==> src/rtl/ds_defs_pkg.sv <==
// rtl/ds_defs_pkg.sv - shared state/phase encodings and default image geometry
package ds_defs_pkg;

  typedef enum logic [2:0] {
    S_IDLE = 3'd0,
    S_RD   = 3'd1,
    S_LAST = 3'd2,
    S_WR   = 3'd3,
    S_DONE = 3'd4
  } state_t;

  // {pro_work, pro_finish}; 2'b01 is never produced
  localparam logic [1:0] PHASE_RX   = 2'b00;
  localparam logic [1:0] PHASE_PROC = 2'b10;
  localparam logic [1:0] PHASE_TX   = 2'b11;

  localparam int DEF_IMG_W    = 128;
  localparam int DEF_IMG_H    = 128;
  localparam int DEF_OUT_BASE = 'h4000;

endpackage

==> src/rtl/ds_addr_gen.sv <==
// rtl/ds_addr_gen.sv - pixel-block counters and read/write address generation
module ds_addr_gen #(
  parameter int IMG_W    = 128,
  parameter int IMG_H    = 128,
  parameter int OUT_BASE = 'h4000,
  parameter int ADDR_W   = 16
) (
  input  logic              clk,
  input  logic              rst_n,
  input  logic              clear,
  input  logic              advance,
  input  logic [1:0]        k,
  output logic [ADDR_W-1:0] rd_addr,
  output logic [ADDR_W-1:0] wr_addr,
  output logic              last_pixel
);

  localparam int XW = (IMG_W / 2 > 1) ? $clog2(IMG_W / 2) : 1;
  localparam int YW = (IMG_H / 2 > 1) ? $clog2(IMG_H / 2) : 1;
  localparam logic [XW-1:0]     X_LAST   = XW'(IMG_W / 2 - 1);
  localparam logic [YW-1:0]     Y_LAST   = YW'(IMG_H / 2 - 1);
  localparam logic [ADDR_W-1:0] ROW_OFF  = ADDR_W'(IMG_W);
  localparam logic [ADDR_W-1:0] ROW_STEP = ADDR_W'(2 * IMG_W);
  localparam logic [ADDR_W-1:0] OUT_INIT = ADDR_W'(OUT_BASE);

  logic [XW-1:0]     x_q, x_d;
  logic [YW-1:0]     y_q, y_d;
  logic [ADDR_W-1:0] rowbase_q, rowbase_d;
  logic [ADDR_W-1:0] pix_q, pix_d;
  logic [ADDR_W-1:0] out_addr_q, out_addr_d;

  // pix tracks rowbase + 2x so reads need only a constant offset
  always_comb begin
    x_d        = x_q;
    y_d        = y_q;
    rowbase_d  = rowbase_q;
    pix_d      = pix_q;
    out_addr_d = out_addr_q;
    if (clear) begin
      x_d        = '0;
      y_d        = '0;
      rowbase_d  = '0;
      pix_d      = '0;
      out_addr_d = OUT_INIT;
    end else if (advance) begin
      out_addr_d = out_addr_q + ADDR_W'(1);
      if (x_q == X_LAST) begin
        x_d       = '0;
        rowbase_d = rowbase_q + ROW_STEP;
        pix_d     = rowbase_q + ROW_STEP;
        y_d       = (y_q == Y_LAST) ? '0 : y_q + YW'(1);
      end else begin
        x_d   = x_q + XW'(1);
        pix_d = pix_q + ADDR_W'(2);
      end
    end
  end

  always_ff @(posedge clk or negedge rst_n) begin
    if (!rst_n) begin
      x_q        <= '0;
      y_q        <= '0;
      rowbase_q  <= '0;
      pix_q      <= '0;
      out_addr_q <= OUT_INIT;
    end else begin
      x_q        <= x_d;
      y_q        <= y_d;
      rowbase_q  <= rowbase_d;
      pix_q      <= pix_d;
      out_addr_q <= out_addr_d;
    end
  end

  always_comb begin
    rd_addr = pix_q;
    case (k)
      2'd0:    rd_addr = pix_q;
      2'd1:    rd_addr = pix_q + ADDR_W'(1);
      2'd2:    rd_addr = pix_q + ROW_OFF;
      default: rd_addr = pix_q + ROW_OFF + ADDR_W'(1);
    endcase
  end

  assign wr_addr    = out_addr_q;
  assign last_pixel = (x_q == X_LAST) && (y_q == Y_LAST);

endmodule

==> src/rtl/downsample_core.sv <==
// rtl/downsample_core.sv - 2x2 rounded block-average downsampler owning the image RAM
module downsample_core
  import ds_defs_pkg::*;
#(
  parameter int IMG_W    = DEF_IMG_W,
  parameter int IMG_H    = DEF_IMG_H,
  parameter int OUT_BASE = DEF_OUT_BASE,
  parameter int ADDR_W   = 16,
  parameter int DATA_W   = 8
) (
  input  logic              proc_clk,
  input  logic              rst_n,
  input  logic              rx_done,
  input  logic              tx_done,
  input  logic [DATA_W-1:0] ram_dout,
  output logic              pro_work,
  output logic              pro_finish,
  output logic [ADDR_W-1:0] proc_addr,
  output logic [DATA_W-1:0] proc_din,
  output logic              proc_write_EN
);

  state_t              state_q, state_d;
  logic [1:0]          k_q, k_d;
  logic [DATA_W+1:0]   acc_q, acc_d;
  logic                ag_clear, ag_advance, last_pixel;
  logic [ADDR_W-1:0]   rd_addr, wr_addr;
  logic [1:0]          phase;

  ds_addr_gen #(
    .IMG_W   (IMG_W),
    .IMG_H   (IMG_H),
    .OUT_BASE(OUT_BASE),
    .ADDR_W  (ADDR_W)
  ) u_addr_gen (
    .clk       (proc_clk),
    .rst_n     (rst_n),
    .clear     (ag_clear),
    .advance   (ag_advance),
    .k         (k_q),
    .rd_addr   (rd_addr),
    .wr_addr   (wr_addr),
    .last_pixel(last_pixel)
  );

  // Read data lags its address by one cycle, so RD k>=1 and LAST accumulate
  always_comb begin
    state_d       = state_q;
    k_d           = k_q;
    acc_d         = acc_q;
    ag_clear      = 1'b0;
    ag_advance    = 1'b0;
    phase         = PHASE_RX;
    proc_addr     = '0;
    proc_din      = '0;
    proc_write_EN = 1'b0;
    case (state_q)
      S_IDLE: begin
        ag_clear = 1'b1;
        acc_d    = '0;
        k_d      = 2'd0;
        if (rx_done) state_d = S_RD;
      end
      S_RD: begin
        phase     = PHASE_PROC;
        proc_addr = rd_addr;
        if (k_q != 2'd0) acc_d = acc_q + {2'b00, ram_dout};
        if (k_q == 2'd3) state_d = S_LAST;
        else             k_d     = k_q + 2'd1;
      end
      S_LAST: begin
        phase     = PHASE_PROC;
        proc_addr = rd_addr;
        acc_d     = acc_q + {2'b00, ram_dout};
        state_d   = S_WR;
      end
      S_WR: begin
        phase         = PHASE_PROC;
        proc_write_EN = 1'b1;
        proc_addr     = wr_addr;
        proc_din      = DATA_W'((acc_q + (DATA_W + 2)'(2)) >> 2);
        acc_d         = '0;
        k_d           = 2'd0;
        ag_advance    = 1'b1;
        state_d       = last_pixel ? S_DONE : S_RD;
      end
      S_DONE: begin
        phase = PHASE_TX;
        if (tx_done) state_d = S_IDLE;
      end
      default: state_d = S_IDLE;
    endcase
  end

  always_ff @(posedge proc_clk or negedge rst_n) begin
    if (!rst_n) begin
      state_q <= S_IDLE;
      k_q     <= 2'd0;
      acc_q   <= '0;
    end else begin
      state_q <= state_d;
      k_q     <= k_d;
      acc_q   <= acc_d;
    end
  end

  assign {pro_work, pro_finish} = phase;

endmodule

==> config.mk <==
export PLATFORM = sky130hd
export DESIGN_NAME = downsample_core
export DESIGN_NICKNAME = d
export VERILOG_FILES = /design/src/rtl/ds_defs_pkg.sv /design/src/rtl/ds_addr_gen.sv /design/src/rtl/downsample_core.sv
export SDC_FILE = /design/constraint.sdc
export NUM_CORES = 1
export LEC_CHECK = 0
export ABC_AREA = 1
export BUFFER_PORTS_ARGS = -buffer_cell sky130_fd_sc_hd__buf_2
export CAP_MARGIN = 30
export CORE_ASPECT_RATIO = 0.75
export CORE_MARGIN = 8
export CORE_UTILIZATION = 55
export CTS_CLUSTER_DIAMETER = 200
export DETAILED_ROUTE_END_ITERATION = 8
export PLACE_DENSITY_LB_ADDON = 0.3
export SYNTH_ARGS = -nofsm -noshare
export SYNTH_HDL_FRONTEND = slang
export SYNTH_SLANG_ARGS = --single-unit
==> constraint.sdc <==
create_clock -name proc_clk -period 2.5 [get_ports proc_clk]
set_input_delay 0.5 -clock proc_clk [delete_from_list [all_inputs] [get_ports proc_clk]]
set_output_delay 0.5 -clock proc_clk [all_outputs]
set_load 0.03 [all_outputs]
; ---- After elaboration in Yosys (flattened, before gate mapping)
; Cells that the tools add are included.
[word_totals]
ff_bits = 75
word_cells = 78
inputBits = 12
[classes]
reduce_logical = 15
addsub = 11
n_eq_ne = 14
n_mux = 30
[op_table]
columns = operator, count
row1 = $mux 16, 8
row2 = $add 16x1->16 const B, 3
row3 = $pmux 16 s3, 1
row4 = $mux 6, 7
row5 = $pmux 16 s2, 1
row6 = $pmux 10 s3, 1
row7 = $add 16x2->16 const B, 1
row8 = $add 16x8->16 const B, 1
row9 = $add 16x9->16 const B, 1
row10 = $pmux 3 s5, 1
row11 = $add 6x1->6 const B, 2
row12 = $eq 6x6->1 const B, 2
row13 = $mux 3, 4
row14 = $add 10x2->10 const B, 1
row15 = $add 10x8->10, 1
row16 = $mux 10, 1
row17 = $ne 2x2->1 const B, 5
row18 = $mux 8, 1
row19 = $pmux 2 s2, 2
row20 = $reduce_bool 2->1, 4
row21 = $eq 3x2->1 const B, 2
row22 = $reduce_and 2->1, 3
row23 = $eq 2x2->1 const B, 2
row24 = $reduce_or 2->1, 2
row25 = 12 further kinds, 13

; ---- Logic depth before layout (Yosys ltp)
[depth]
ltp_word = 5
depth_mapped = 14
ltp_nobuf = 14

; ---- Cells and area by module
; From an unflattened synthesis, not the netlist that was laid out.
[unflattened]
cells_unflattened = 736
area_unflattened_um2 = 5098.6
[modules_own_cells]
columns = mod, cells_each, n_inst, area_each_um2
row1 = ds_addr_gen, 499, 1, 3532.1
row2 = downsample_core, 237, 1, 1566.5

; ---- Least setup slack after synthesis
; No wires, ideal clock.
[synth_timing]
path_type = register to output
start = register k_q[0]
end = output proc_addr[4]
arrival_time_ns = 2.156
stages_incl_launch_ff = 9
t_required_ns = 2.000
path_slack_ns = -0.156
cell_sequence = dfrtp_1 -> inv_1 -> ha_1 -> buf_2 -> nor2_1 -> inv_1 -> nor2_1 -> nand3_1 -> o311ai_1
[synth_via]
elab_chain_cells = 3
[synth_lines]
columns = item, line
row1 = "start, declared", downsample_core.sv:24  ; logic [1:0] k_q, k_d;
row2 = "start signal, assigned", downsample_core.sv:102  ; k_q <= k_d;
row3 = "$eq 2x2->1, or another cell as far along", ds_addr_gen.sv:77  ; case (k)
row4 = $pmux 16 s3 (*), ds_addr_gen.sv:77
row5 = $pmux 16 s2 (*), downsample_core.sv:57  ; case (state_q)
row6 = "end, declared", downsample_core.sv:18  ; output logic [ADDR_W-1:0] proc_addr,
; Mark *: on every way between the ends. The rest lies on a longest branch, timed or not.

; ---- Final worst setup path
[layout_timing]
start = register k_q[0]
end = output proc_addr[12]
; Same word-level chain as after synthesis.

==> results.sh <==
export IMPL_cts_tree="yes"
export IMPL_yosysWarnings=0
export IMPL_rrSetupSlack_ps=140
export IMPL_intPower_w=0.00191
export IMPL_grt_usage_pct=23.9
export IMPL_syn_area_um2=4950
export IMPL_synth_fp_nets=730
export IMPL_grt_first_pass_wirelength_um=24100
export IMPL_crit_buf_inv=2
export IMPL_fp_dieH_um=98.2
export IMPL_netSwitchingFraction_pct=23.3
export IMPL_ys_ff_latch=67
export IMPL_fmax_mhz=376
export IMPL_wl_per_cell_um=17.2
export IMPL_pwr_share_comb_pct=2.3
export IMPL_layout_setup_ws_ps=-156
export IMPL_p_per_area_nw_per_um2=393
export IMPL_ys_types=51
export IMPL_synthArstFlopShare_pct=100
export IMPL_clk_path_buf_depth=2
export IMPL_cts_buffers=9
export IMPL_cpLargestDelayFamily="simple AND/OR/NAND/NOR gates"
export IMPL_port_buffer_count=38
export IMPL_vias=5364
export IMPL_cp_common_cell="nand2_1"
export IMPL_rsz0062_at_grt="yes"
export IMPL_max_cap_violations=0
export IMPL_yosysTopAreaCellShare_pct=33.4
export IMPL_leakage_nw=2.95
export IMPL_p_seq_share_pct=43.5
export IMPL_holdCritPathClass="input pin to async pin"
export IMPL_syn_avg_cell_area_um2=7.10
export IMPL_place_ws_ps=35.7
export IMPL_slew_limit_headroom_pct=58.9
export IMPL_status="complete, but fails checks"
export IMPL_areaGrowthSynthToFinish_pct=28.2
export IMPL_cp_slowest_cell="dfrtp_1"
export IMPL_synthCells=697
export IMPL_drcViolationCount=0
export IMPL_fin_setup_tns_ps=-1440
export IMPL_period_share_pct=106
export IMPL_failed_checks="negative setup slack"
export IMPL_core_area_um2=8900
export IMPL_finalMaxSlewViolations=0
export IMPL_reg2reg_to="acc_q[0]$_DFFE_PN0P_"
export IMPL_num_rows=30
export IMPL_grt_max_degree=44
export IMPL_drive_above_1_share_pct=27.2
export IMPL_antenna_found_initial=0
export IMPL_viasPerCell=6.00
export IMPL_routed_wl_um=15400
export IMPL_first_global_vias=5071
export IMPL_hold_buffers=0
export IMPL_antenna_cells=0
export IMPL_die_area_um2=12300
export IMPL_finalHoldViolations=0
export IMPL_rr_worst_depth=11
export IMPL_start_kind="flip-flop"
export IMPL_fillers=643
export IMPL_r2r_start="k_q[0]$_DFFE_PN0P_"
export IMPL_fin_nets=810
export IMPL_slowest_delay_ps=430
export IMPL_arrival_ps=2160
export IMPL_drt_iter0_drc=508
export IMPL_crit_chain="ha_4 > buf_6 > nand2_4 > nand2_4 > nor2_4 > nand3_2 > nor2_4 > nand2_1 > nand2_1 > nand3_1 > nand3_1 > nand2_1 > buf_6"
export IMPL_synth_top_area_cell="dfrtp_1"
export IMPL_root_buffer="clkbuf_16"
export IMPL_synth_most_common_cell="nand2_1"
export IMPL_critPathRequiredTime_ps=2000
export IMPL_critPathKind="flip-flop to primary output"
export IMPL_gr_total_overflow=0
export IMPL_dr_pass1_iters=8
export IMPL_clk_latency_ps=350
export IMPL_dp_hpwl_um=9920
export IMPL_setup_viol=15
export IMPL_irDropWorstVdd_mv=0.511
export IMPL_ys_flop_type="dfrtp_1"
export IMPL_synth_area_top_cells="dfrtp_1 (33%), nand2_1 (11%), inv_1 (6.9%), nand3_1 (6.6%), ha_1 (5.1%)"
export IMPL_start_util_pct=55.6
export IMPL_cp_max_fo=5
export IMPL_num_io_pins=39
export IMPL_clkTransAtPathRegs_ps=60
export IMPL_synth_edff_count=0
export IMPL_fin_crit_ps=2660
export IMPL_clock_skew_ps=7.04
export IMPL_p_sw_w=0.000582
export IMPL_clockPowerShare_pct=54.1
export IMPL_globalplace_congestion=0.904
export IMPL_tightest_slew_ps=617
export IMPL_drtAntennaViolNets=0
export IMPL_synth_common_cells="nand2_1 (151), inv_1 (91), dfrtp_1 (66)"
export IMPL_yosysSeqAreaShare_pct=33.9
export IMPL_htreeDepth=3
export IMPL_numClockSinks=67
export IMPL_power_w=0.00249
export IMPL_die_x_um=126
export IMPL_cp_end_kind="primary output"
flip-flops by register name (all words and copies together), names as in the netlist:
| signal | flops |
|---|---|
| u_addr_gen.pix_q | 16 |
| u_addr_gen.rowbase_q | 8 |
| u_addr_gen.x_q | 6 |
| acc_q | 10 |
| u_addr_gen.wr_addr | 16 |
| state_q | 3 |
| k_q | 2 |
| u_addr_gen.y_q | 6 |
final cells by class:
cell class | instances | area, um^2 | share of cell area [%]
repair buffers | 87 | 703 | 11.1
clock buffers | 10 | 239 | 3.77
flip-flops and latches | 67 | 1680 | 26.5
inverters | 101 | 400 | 6.31
well taps | 112 | 140 | 2.21
clock inverters | 6 | 71.3 | 1.12
multi-input cells | 511 | 3110 | 49.0
stage by stage:
stage	utilization (%)	hold WS [ps]	cell area, um^2	std cells
after global routing	71.3	209	6340	894
after CTS	68.3	183	6080	882
after floorplan	-	204	4960	697
after global placement	60.2	478	5360	849
final	71.3	166	6340	894
after detailed placement	60.2	489	5360	849
kinds of logic (layout without fill, tap and decap cells):
logic type | after synthesis | after routing | share of synthesized area (%)
buffers and inverters | 119 | 204 | 9.73
AOI/OAI and AO/OA | 149 | 149 | 17.8
adders and majority gates | 21 | 21 | 5.46
xor gates and xnor gates | 11 | 11 | 1.95
DFF | 67 | 67 | 33.9
and+or+nand+nor | 330 | 330 | 31.1
power groups by stage:
stage | registers (W) | logic [W] | clock network [W]
floorplan | 0.00111 | 0.0000188 | 0
global placement | 0.00111 | 0.0000576 | 0
detailed placement | 0.00111 | 0.0000595 | 0
CTS | 0.00109 | 0.0000599 | 0.00135
global route | 0.00108 | 0.0000680 | 0.00140
finish | 0.00109 | 0.0000586 | 0.00135
repair_timing:
action / CTS / global route
endpoints found under the setup margin: 17 / 19
gates resized for setup: 88 / 54
setup buffers: 17 / 13
pin swaps: 34 / 32
cell usage in the layout, fill, tap and decap left out, types with 20 or more instances in the layout:
cell type,netlist,layout
nand2_2,7,21
nand2_1,151,134
nor2_1,55,45
nand3_1,65,53
inv_1,91,84
buf_2,8,20
dfrtp_1,66,64
a21oi_1,38,38
buf_4,6,47
o21ai_0,46,31
metal layers:
metal | GRT usage [%] | vias up | wire length (um)
met1 | 30.5 | 2528 | 6450
met2 | 37.3 | 279 | 7030
met4 | 11.8 | 0 | 645
li1 | - | 2500 | -
met5 | 0 | - | 0
met3 | 5.50 | 57 | 1280
worst max-delay path by stage:
stage,from,end,slack (ps),depth (start not counted)
after global routing,u_addr_gen.pix_q[8]$_DFFE_PN0N_,proc_addr[15],-310,15
after floorplan,k_q[0]$_DFFE_PN0P_,proc_addr[5],90,9
after global placement,k_q[1]$_DFFE_PN0P_,proc_addr[14],90,13
after CTS,u_addr_gen.pix_q[8]$_DFFE_PN0N_,proc_addr[13],-80,12
after detailed placement,k_q[1]$_DFFE_PN0P_,proc_addr[12],40,13
final,k_q[0]$_DFFE_PN0P_,proc_addr[12],-160,13
Note: power is estimated with default switching activity, not from simulation.
